$ cat src/rtl/ad7476_spi_reader_pkg.sv
// Shared definitions for the AD7476 serial reader: FSM encoding and frame geometry.
package ad7476_spi_reader_pkg;

  localparam int FRAME_BITS     = 16;
  localparam int DATA_BITS      = 12;
  localparam int LEAD_ZERO_BITS = 4;
  localparam int BIT_CNT_W      = $clog2(FRAME_BITS);

  typedef enum logic [2:0] {
    ST_IDLE,
    ST_CS_SETUP,
    ST_SCK_LOW,
    ST_SCK_HIGH,
    ST_QUIET
  } state_t;

  // The converter always sends leading zeros; anything else means a corrupted frame.
  function automatic logic lead_bits_set(input logic [FRAME_BITS-1:0] frame);
    return |frame[FRAME_BITS-1 -: LEAD_ZERO_BITS];
  endfunction

endpackage

$ cat src/rtl/ad7476_spi_reader.sv
// Reads one 16-bit AD7476 frame per request (or back to back in continuous mode)
// and presents the 12-bit sample with a leading-zero error flag.
module ad7476_spi_reader
  import ad7476_spi_reader_pkg::*;
#(
  parameter int CLK_DIV      = 2,
  parameter int QUIET_CYCLES = 4
) (
  input  logic        clk_i,
  input  logic        rst_i,
  input  logic        start_i,
  input  logic        cont_i,
  output logic        spi_ss_o,
  output logic        spi_sck_o,
  input  logic        spi_miso_i,
  output logic [11:0] data_o,
  output logic        data_valid_o,
  output logic        frame_err_o,
  output logic        busy_o,
  output logic        missed_start_o
);

  localparam logic [7:0]           DIV_LAST   = 8'(CLK_DIV - 1);
  localparam logic [7:0]           QUIET_LAST = 8'(QUIET_CYCLES - 1);
  localparam logic [BIT_CNT_W-1:0] BIT_LAST   = BIT_CNT_W'(FRAME_BITS - 1);

  state_t                 state_q, state_d;
  logic [7:0]             cnt_q, cnt_d;
  logic [BIT_CNT_W-1:0]   bit_q, bit_d;
  logic [FRAME_BITS-1:0]  shift_q, shift_d;
  logic                   ss_d, sck_d, valid_d, err_d, busy_d, missed_d;
  logic [DATA_BITS-1:0]   data_d;
  logic                   cnt_done, last_quiet;

  always_ff @(posedge clk_i or posedge rst_i) begin
    if (rst_i) begin
      state_q        <= ST_IDLE;
      cnt_q          <= '0;
      bit_q          <= '0;
      shift_q        <= '0;
      spi_ss_o       <= 1'b1;
      spi_sck_o      <= 1'b1;
      data_o         <= '0;
      data_valid_o   <= 1'b0;
      frame_err_o    <= 1'b0;
      busy_o         <= 1'b0;
      missed_start_o <= 1'b0;
    end else begin
      state_q        <= state_d;
      cnt_q          <= cnt_d;
      bit_q          <= bit_d;
      shift_q        <= shift_d;
      spi_ss_o       <= ss_d;
      spi_sck_o      <= sck_d;
      data_o         <= data_d;
      data_valid_o   <= valid_d;
      frame_err_o    <= err_d;
      busy_o         <= busy_d;
      missed_start_o <= missed_d;
    end
  end

  // One counter serves as the SCK half-period divider and the quiet-time timer.
  assign cnt_done   = (cnt_q == DIV_LAST);
  assign last_quiet = (state_q == ST_QUIET) && (cnt_q == QUIET_LAST);

  always_comb begin
    state_d  = state_q;
    cnt_d    = cnt_q;
    bit_d    = bit_q;
    shift_d  = shift_q;
    ss_d     = spi_ss_o;
    sck_d    = spi_sck_o;
    data_d   = data_o;
    err_d    = frame_err_o;
    valid_d  = 1'b0;
    missed_d = 1'b0;

    case (state_q)
      ST_IDLE: begin
        if (start_i || cont_i) begin
          state_d = ST_CS_SETUP;
          ss_d    = 1'b0;
          sck_d   = 1'b1;
          cnt_d   = '0;
          bit_d   = '0;
          shift_d = '0;
        end
      end

      ST_CS_SETUP: begin
        if (cnt_done) begin
          shift_d = {shift_q[FRAME_BITS-2:0], spi_miso_i};
          sck_d   = 1'b0;
          cnt_d   = '0;
          state_d = ST_SCK_LOW;
        end else begin
          cnt_d = cnt_q + 8'd1;
        end
      end

      ST_SCK_LOW: begin
        if (cnt_done) begin
          sck_d   = 1'b1;
          cnt_d   = '0;
          state_d = ST_SCK_HIGH;
        end else begin
          cnt_d = cnt_q + 8'd1;
        end
      end

      ST_SCK_HIGH: begin
        if (cnt_done) begin
          cnt_d = '0;
          // Sample before SCK falls so the ADC has not yet shifted the next bit out.
          if (bit_q != BIT_LAST) begin
            bit_d   = bit_q + BIT_CNT_W'(1);
            shift_d = {shift_q[FRAME_BITS-2:0], spi_miso_i};
            sck_d   = 1'b0;
            state_d = ST_SCK_LOW;
          end else begin
            ss_d    = 1'b1;
            data_d  = shift_q[DATA_BITS-1:0];
            err_d   = lead_bits_set(shift_q);
            valid_d = 1'b1;
            state_d = ST_QUIET;
          end
        end else begin
          cnt_d = cnt_q + 8'd1;
        end
      end

      ST_QUIET: begin
        if (last_quiet) begin
          cnt_d = '0;
          if (cont_i || start_i) begin
            state_d = ST_CS_SETUP;
            ss_d    = 1'b0;
            sck_d   = 1'b1;
            bit_d   = '0;
            shift_d = '0;
          end else begin
            state_d = ST_IDLE;
          end
        end else begin
          cnt_d = cnt_q + 8'd1;
        end
      end

      default: begin
        state_d = ST_IDLE;
        ss_d    = 1'b1;
        sck_d   = 1'b1;
        cnt_d   = '0;
        bit_d   = '0;
      end
    endcase

    if ((state_q != ST_IDLE) && start_i && !last_quiet)
      missed_d = 1'b1;

    busy_d = (state_d != ST_IDLE);
  end

endmodule

$ cat config.mk
export PLATFORM = sky130hd
export DESIGN_NAME = ad7476_spi_reader
export DESIGN_NICKNAME = d
export VERILOG_FILES = /design/src/rtl/ad7476_spi_reader_pkg.sv /design/src/rtl/ad7476_spi_reader.sv
export SDC_FILE = /design/constraint.sdc
export NUM_CORES = 1
export LEC_CHECK = 0
export CAP_MARGIN = 40
export CORE_MARGIN = 2
export CORE_UTILIZATION = 56
export CTS_CLUSTER_SIZE = 12
export DETAILED_ROUTE_END_ITERATION = 8
export PLACE_DENSITY = 0.78
export SLEW_MARGIN = 20
export SYNTH_ARGS = -nofsm -noshare
export SYNTH_HDL_FRONTEND = slang
export SYNTH_SLANG_ARGS = --single-unit
$ cat constraint.sdc
create_clock -name clk_i -period 2.9 [get_ports clk_i]
set_input_delay 0.58 -clock clk_i [delete_from_list [all_inputs] [get_ports clk_i]]
set_output_delay 0.58 -clock clk_i [all_outputs]
set_load 0.05 [all_outputs]
## After elaboration in Yosys (flattened, before gate mapping)

Cells that the tools add are included.

| storage, ports and cells | value |
|---|---|
| register bits after elaboration | 49 |
| output and inout bits | 18 |
| input port bits | 5 |
| logic and storage cells | 85 |

| operators by class | value |
|---|---|
| bitwise gates (word level) | 2 |
| add/subtract/negate cells | 2 |
| muxes and demuxes | 39 |
| reductions and logical operators | 17 |
| equal/unequal tests | 14 |

Operators by type and width:

| operator | number |
|---|---|
| $mux 16 | 5 |
| $pmux 16 s4 | 1 |
| $mux 8 | 3 |
| $pmux 8 s3 | 1 |
| $mux 3 | 6 |
| $mux 4 | 4 |
| $pmux 4 s4 | 1 |
| $mux 1 | 15 |
| $pmux 3 s5 | 1 |
| $ne 2x2->1 const B | 7 |
| $reduce_and 5->1 | 2 |
| $add 8x1->8 const B | 1 |
| $eq 8x1->1 const B | 1 |
| $eq 8x2->1 const B | 1 |
| $reduce_and 4->1 | 2 |
| $eq 3x2->1 const B | 2 |
| $reduce_bool 3->1 | 2 |
| $pmux 1 s5 | 1 |
| $add 4x1->4 const B | 1 |
| $ne 4x4->1 const B | 1 |
| $pmux 1 s4 | 1 |
| $reduce_bool 4->1 | 1 |
| $reduce_or 4->1 | 1 |
| $eq 3x1->1 const B | 1 |
| other kinds (9) | 12 |

## Depth between registers and ports, before layout

| depth | value |
|---|---|
| depth in word-level cells | 5 |
| gate-level depth with buffers | 7 |
| depth with buffers taken out | 6 |

## Worst setup path before layout

No wires, ideal clock.

| timing path | value |
|---|---|
| path type | register to register |
| from | register cnt_q[1] |
| to | register shift_q[0] |
| period minus slack after synthesis | 2.048 ns |
| arrival | 1.969 ns |
| library setup time | 0.079 ns |
| slack | 0.852 ns |
| cell stages (with the launch flop) | 8 |
| cells stage by stage | dfrtp_1 inv_1 ha_1 nor3b_2 nand3_1 a211oi_4 buf_6 mux2i_1 |

| between the ends | value |
|---|---|
| word-level cells in the longest chain between the ends | 4 |

Ends and longest elaborated chain:

| element | line | source |
|---|---|---|
| from (decl) | ad7476_spi_reader.sv:28 | `logic [7:0] cnt_q, cnt_d;` |
| from (signal assigned) | ad7476_spi_reader.sv:50 | `cnt_q <= cnt_d;` |
| $eq 8x2->1 | ad7476_spi_reader.sv:65 | `assign last_quiet = (state_q == ST_QUIET) && (cnt_q == QUIET_LAST);` |
| $logic_and 1x1->1 | ad7476_spi_reader.sv:65 |  |
| $ne 2x2->1 (no source line) | - |  |
| $reduce_and 5->1 (no source line) (*) | - |  |
| to (signal assigned) | ad7476_spi_reader.sv:52 | `shift_q <= shift_d;` |
| to (decl) | ad7476_spi_reader.sv:30 | `logic [FRAME_BITS-1:0] shift_q, shift_d;` |

Every way passes the cells marked *; elsewhere a longest branch is shown, timed or not.
A chain may end at the register's enable or synchronous reset.

## Final worst setup path

| timing path | value |
|---|---|
| from | register spi_sck_o |
| to | output port spi_sck_o |

RTL lines:

| element | line | source |
|---|---|---|
| from (decl) | ad7476_spi_reader.sv:14 | `output logic spi_sck_o,` |
| from (signal assigned) | ad7476_spi_reader.sv:54 | `spi_sck_o <= sck_d;` |

No word-level cell between the ends.

==> out/metrics.cfg <==
[cells_and_area]
diodes = 0
syn2layout_area_growth_pct = 16.8
drive_gt1_frac = 0.0879
fin_nets = 280
layoutNonFillerInstCount = 323
fillers = 323

[worst_hold_path]
min-delay-start = data_o[6]
hold_class = flop to flop
worstHoldPathCells = 2

[floorplan]
io_pins = 23
fp.dieW_microns = 69.1
die_h_microns = 69.1
fp.dieArea_sq_um = 4780
fp-row-count = 23
core_sq_um = 4030
initial_core_util = 0.590

[grt]
grt_max_degree = 28
grt_pass1_vias = 1813
grt_use_total = 0.223
overflow = 0
antenna_found_initial = 0
grt_pass1_wl_mm = 8.66

[clocking]
h-tree-depth = 2
insertion_delay_ns = 0.31
cts_resized = 0
cts_made_buffers = 5
cts_tree = done
clock-root-buffer = clkbuf_8
clock-sinks = 49
post_cts_buffers = 0
clkTransAtPathRegs_ns = 0.10
cts_hold_buf = 0
cts_buffer_depth = 2

[routing]
post_drt_wl_per_cell_microns = 14.3
postRouteAntennaNets = 0
drc = 0
drt_first_pass_iters = 4
drt-total-wl_mm = 4.61
drt_iter0_markers = 151
viasPerCell = 5.62
vias = 1815

[critical_path]
reg2reg_from = cnt_q[1]
crit_start = spi_sck_o
ff2ff_path_depth = 7
r2r_end = shift_q[1]
cp-endpoint = spi_sck_o
cp_max_fo = 3
cp-end-kind = primary output
crit_cells = 1
cp_data_required_time_ns = 2.32
critPathBufInv = 1
crit_arrival_ns = 1.68
critPathSlowestCell = clkdlybuf4s50_1
crit_chain = clkdlybuf4s50_1
critPathKind = flop to primary output
reg2reg_slack_ns = 0.72
cpLargestDelayFamily = buffers and inverters
cpPeakStageDelay_ns = 0.80
start_kind = flop

[yosys]
synth.distinct_cells = 46
synth-warning-count = 0
synth_area_leaders = dfrtp_1 49%, mux2i_1 7.6%, nand2_1 7.6%
synth_cells = 246
synth_area_leader_cell = dfrtp_1
async_flop_share = 1.00
ys.flop_type = dfrtp_1
seq_area_frac_synth = 0.517
synth-seq-cells = 49
synth_top_cell_area_share = 0.495
synth-edff-count = 0
netlist_area_sq_um = 2380
avgSynthCellArea_sq_um = 9.66
syn-num-nets = 254

[timing]
hold_viol_final = 0
layout_setup_ws_ns = 0.643
finClkSkew_ns = 0.0121
fin_crit_sh = 0.778
timing.setup.tns_ns = 0
worstMarginPinSlew_ns = 0.655
finalCriticalPeriod_ns = 2.26
finalMaxSlewViolations = 0
slew_headroom = 0.559
fmax_ghz = 0.443
setup_viol = 0
rsz0062_at_grt = no

[placement]
dp.cells = 315
gp_congestion = 0.860
pre_cts_ws_ns = 0.715
dp_hpwl_mm = 3.23
io_buffers = 22

[status]
outcome = finished, final reports clean

[power_and_ir_drop]
leakage_nw = 1.22
power_w = 0.00267
ir_drop_v = 0.000583
power_density_nw_per_um2 = 962

[run]
drv_cap = 0

[through the flow]
stage / utilization / instance area, sq um / hold WS (ns)
2_1_floorplan: - / 2380 / 0.471
3_3_place_gp: 0.661 / 2660 / 0.466
3_5_place_dp: 0.661 / 2660 / 0.470
4_1_cts: 0.689 / 2780 / 0.491
5_1_grt: 0.689 / 2780 / 0.519
6_report: 0.689 / 2780 / 0.489
[synthesized netlist by cell type (2+ instances only)]
cell / count
dfrtp_1: 47
clkbuf_1: 5
o21ai_1: 6
inv_1: 24
a31oi_1: 5
nor4_1: 4
and3_1: 4
nor3_1: 3
nand2b_1: 2
nand2_1: 48
buf_2: 5
o21a_1: 2
and2_1: 2
dfstp_2: 2
o31a_1: 2
nand3_1: 5
o211ai_1: 5
ha_1: 3
mux2i_1: 18
nor2_1: 9
nand4_1: 2
o21ai_0: 14
o22ai_1: 4
a21oi_1: 3
[cell usage in the layout (no fill, tap or decap), types with 2 or more instances in the layout]
cell type,count
nor2_1,9
and2_1,2
dfstp_2,2
buf_4,8
nor4_1,4
nand4_1,2
inv_1,23
mux2i_1,18
and3_1,4
o21ai_0,14
o21a_1,2
nand3_1,5
a31oi_1,5
o22ai_1,4
nor3_1,3
ha_1,3
dfrtp_1,47
o211ai_1,5
clkbuf_8,5
clkdlybuf4s50_1,22
a21oi_1,3
o31a_1,2
nand2_1,48
o21ai_1,6
nand2b_1,2
[per-layer routing]
layer	track usage	wire length, microns	vias up
li1	-	-	901
met1	0.330	2270	870
met2	0.337	2110	37
met3	0.0439	186	7
met4	0.0588	56	0
met5	0	0	-
[sequential cells by signal (all words and copies together), names as in the netlist]
signal,count
frame_err_o,1
data_o,12
spi_sck_o,1
missed_start_o,1
shift_q,16
bit_q,4
state_q,3
cnt_q,8
spi_ss_o,1
busy_o,1
data_valid_o,1
[power by group]
part,switching [W],internal [W]
Clock,0.000235,0.000259
Combinational,0.000676,0.000443
Sequential,0.000161,0.000895
Total,0.00107,0.00160
[kinds of logic after synthesis]
| kind of cell | after synthesis | share of synthesized area |
|---|---|---|
| simple gates | 88 | 0.179 |
| flops | 49 | 0.517 |
| mux | 18 | 0.0758 |
| fa+ha+maj | 3 | 0.0158 |
| compound gates | 53 | 0.152 |
| buf+inv | 35 | 0.0611 |
[final cells by class]
cell class | instances | area [sq um] | area share
timing repair buffer | 30 | 280 | 0.101
sequential | 49 | 1230 | 0.443
tap | 50 | 62.6 | 0.0225
clock buffer | 6 | 72.6 | 0.0261
clock inverter | 2 | 38.8 | 0.0140
multi-input combinational | 162 | 1000 | 0.361
inverter | 24 | 90.1 | 0.0325
[worst min-delay path by stage]
| stage | slack, ns | end |
|---|---|---|
| floorplan | 0.47 | bit_q[0] |
| global placement | 0.47 | data_o[10] |
| detailed placement | 0.47 | data_o[6] |
| CTS | 0.49 | data_o[6] |
| global route | 0.52 | data_o[1] |
| finish | 0.49 | data_o[6] |
Note: power is estimated with default switching activity, not from simulation.
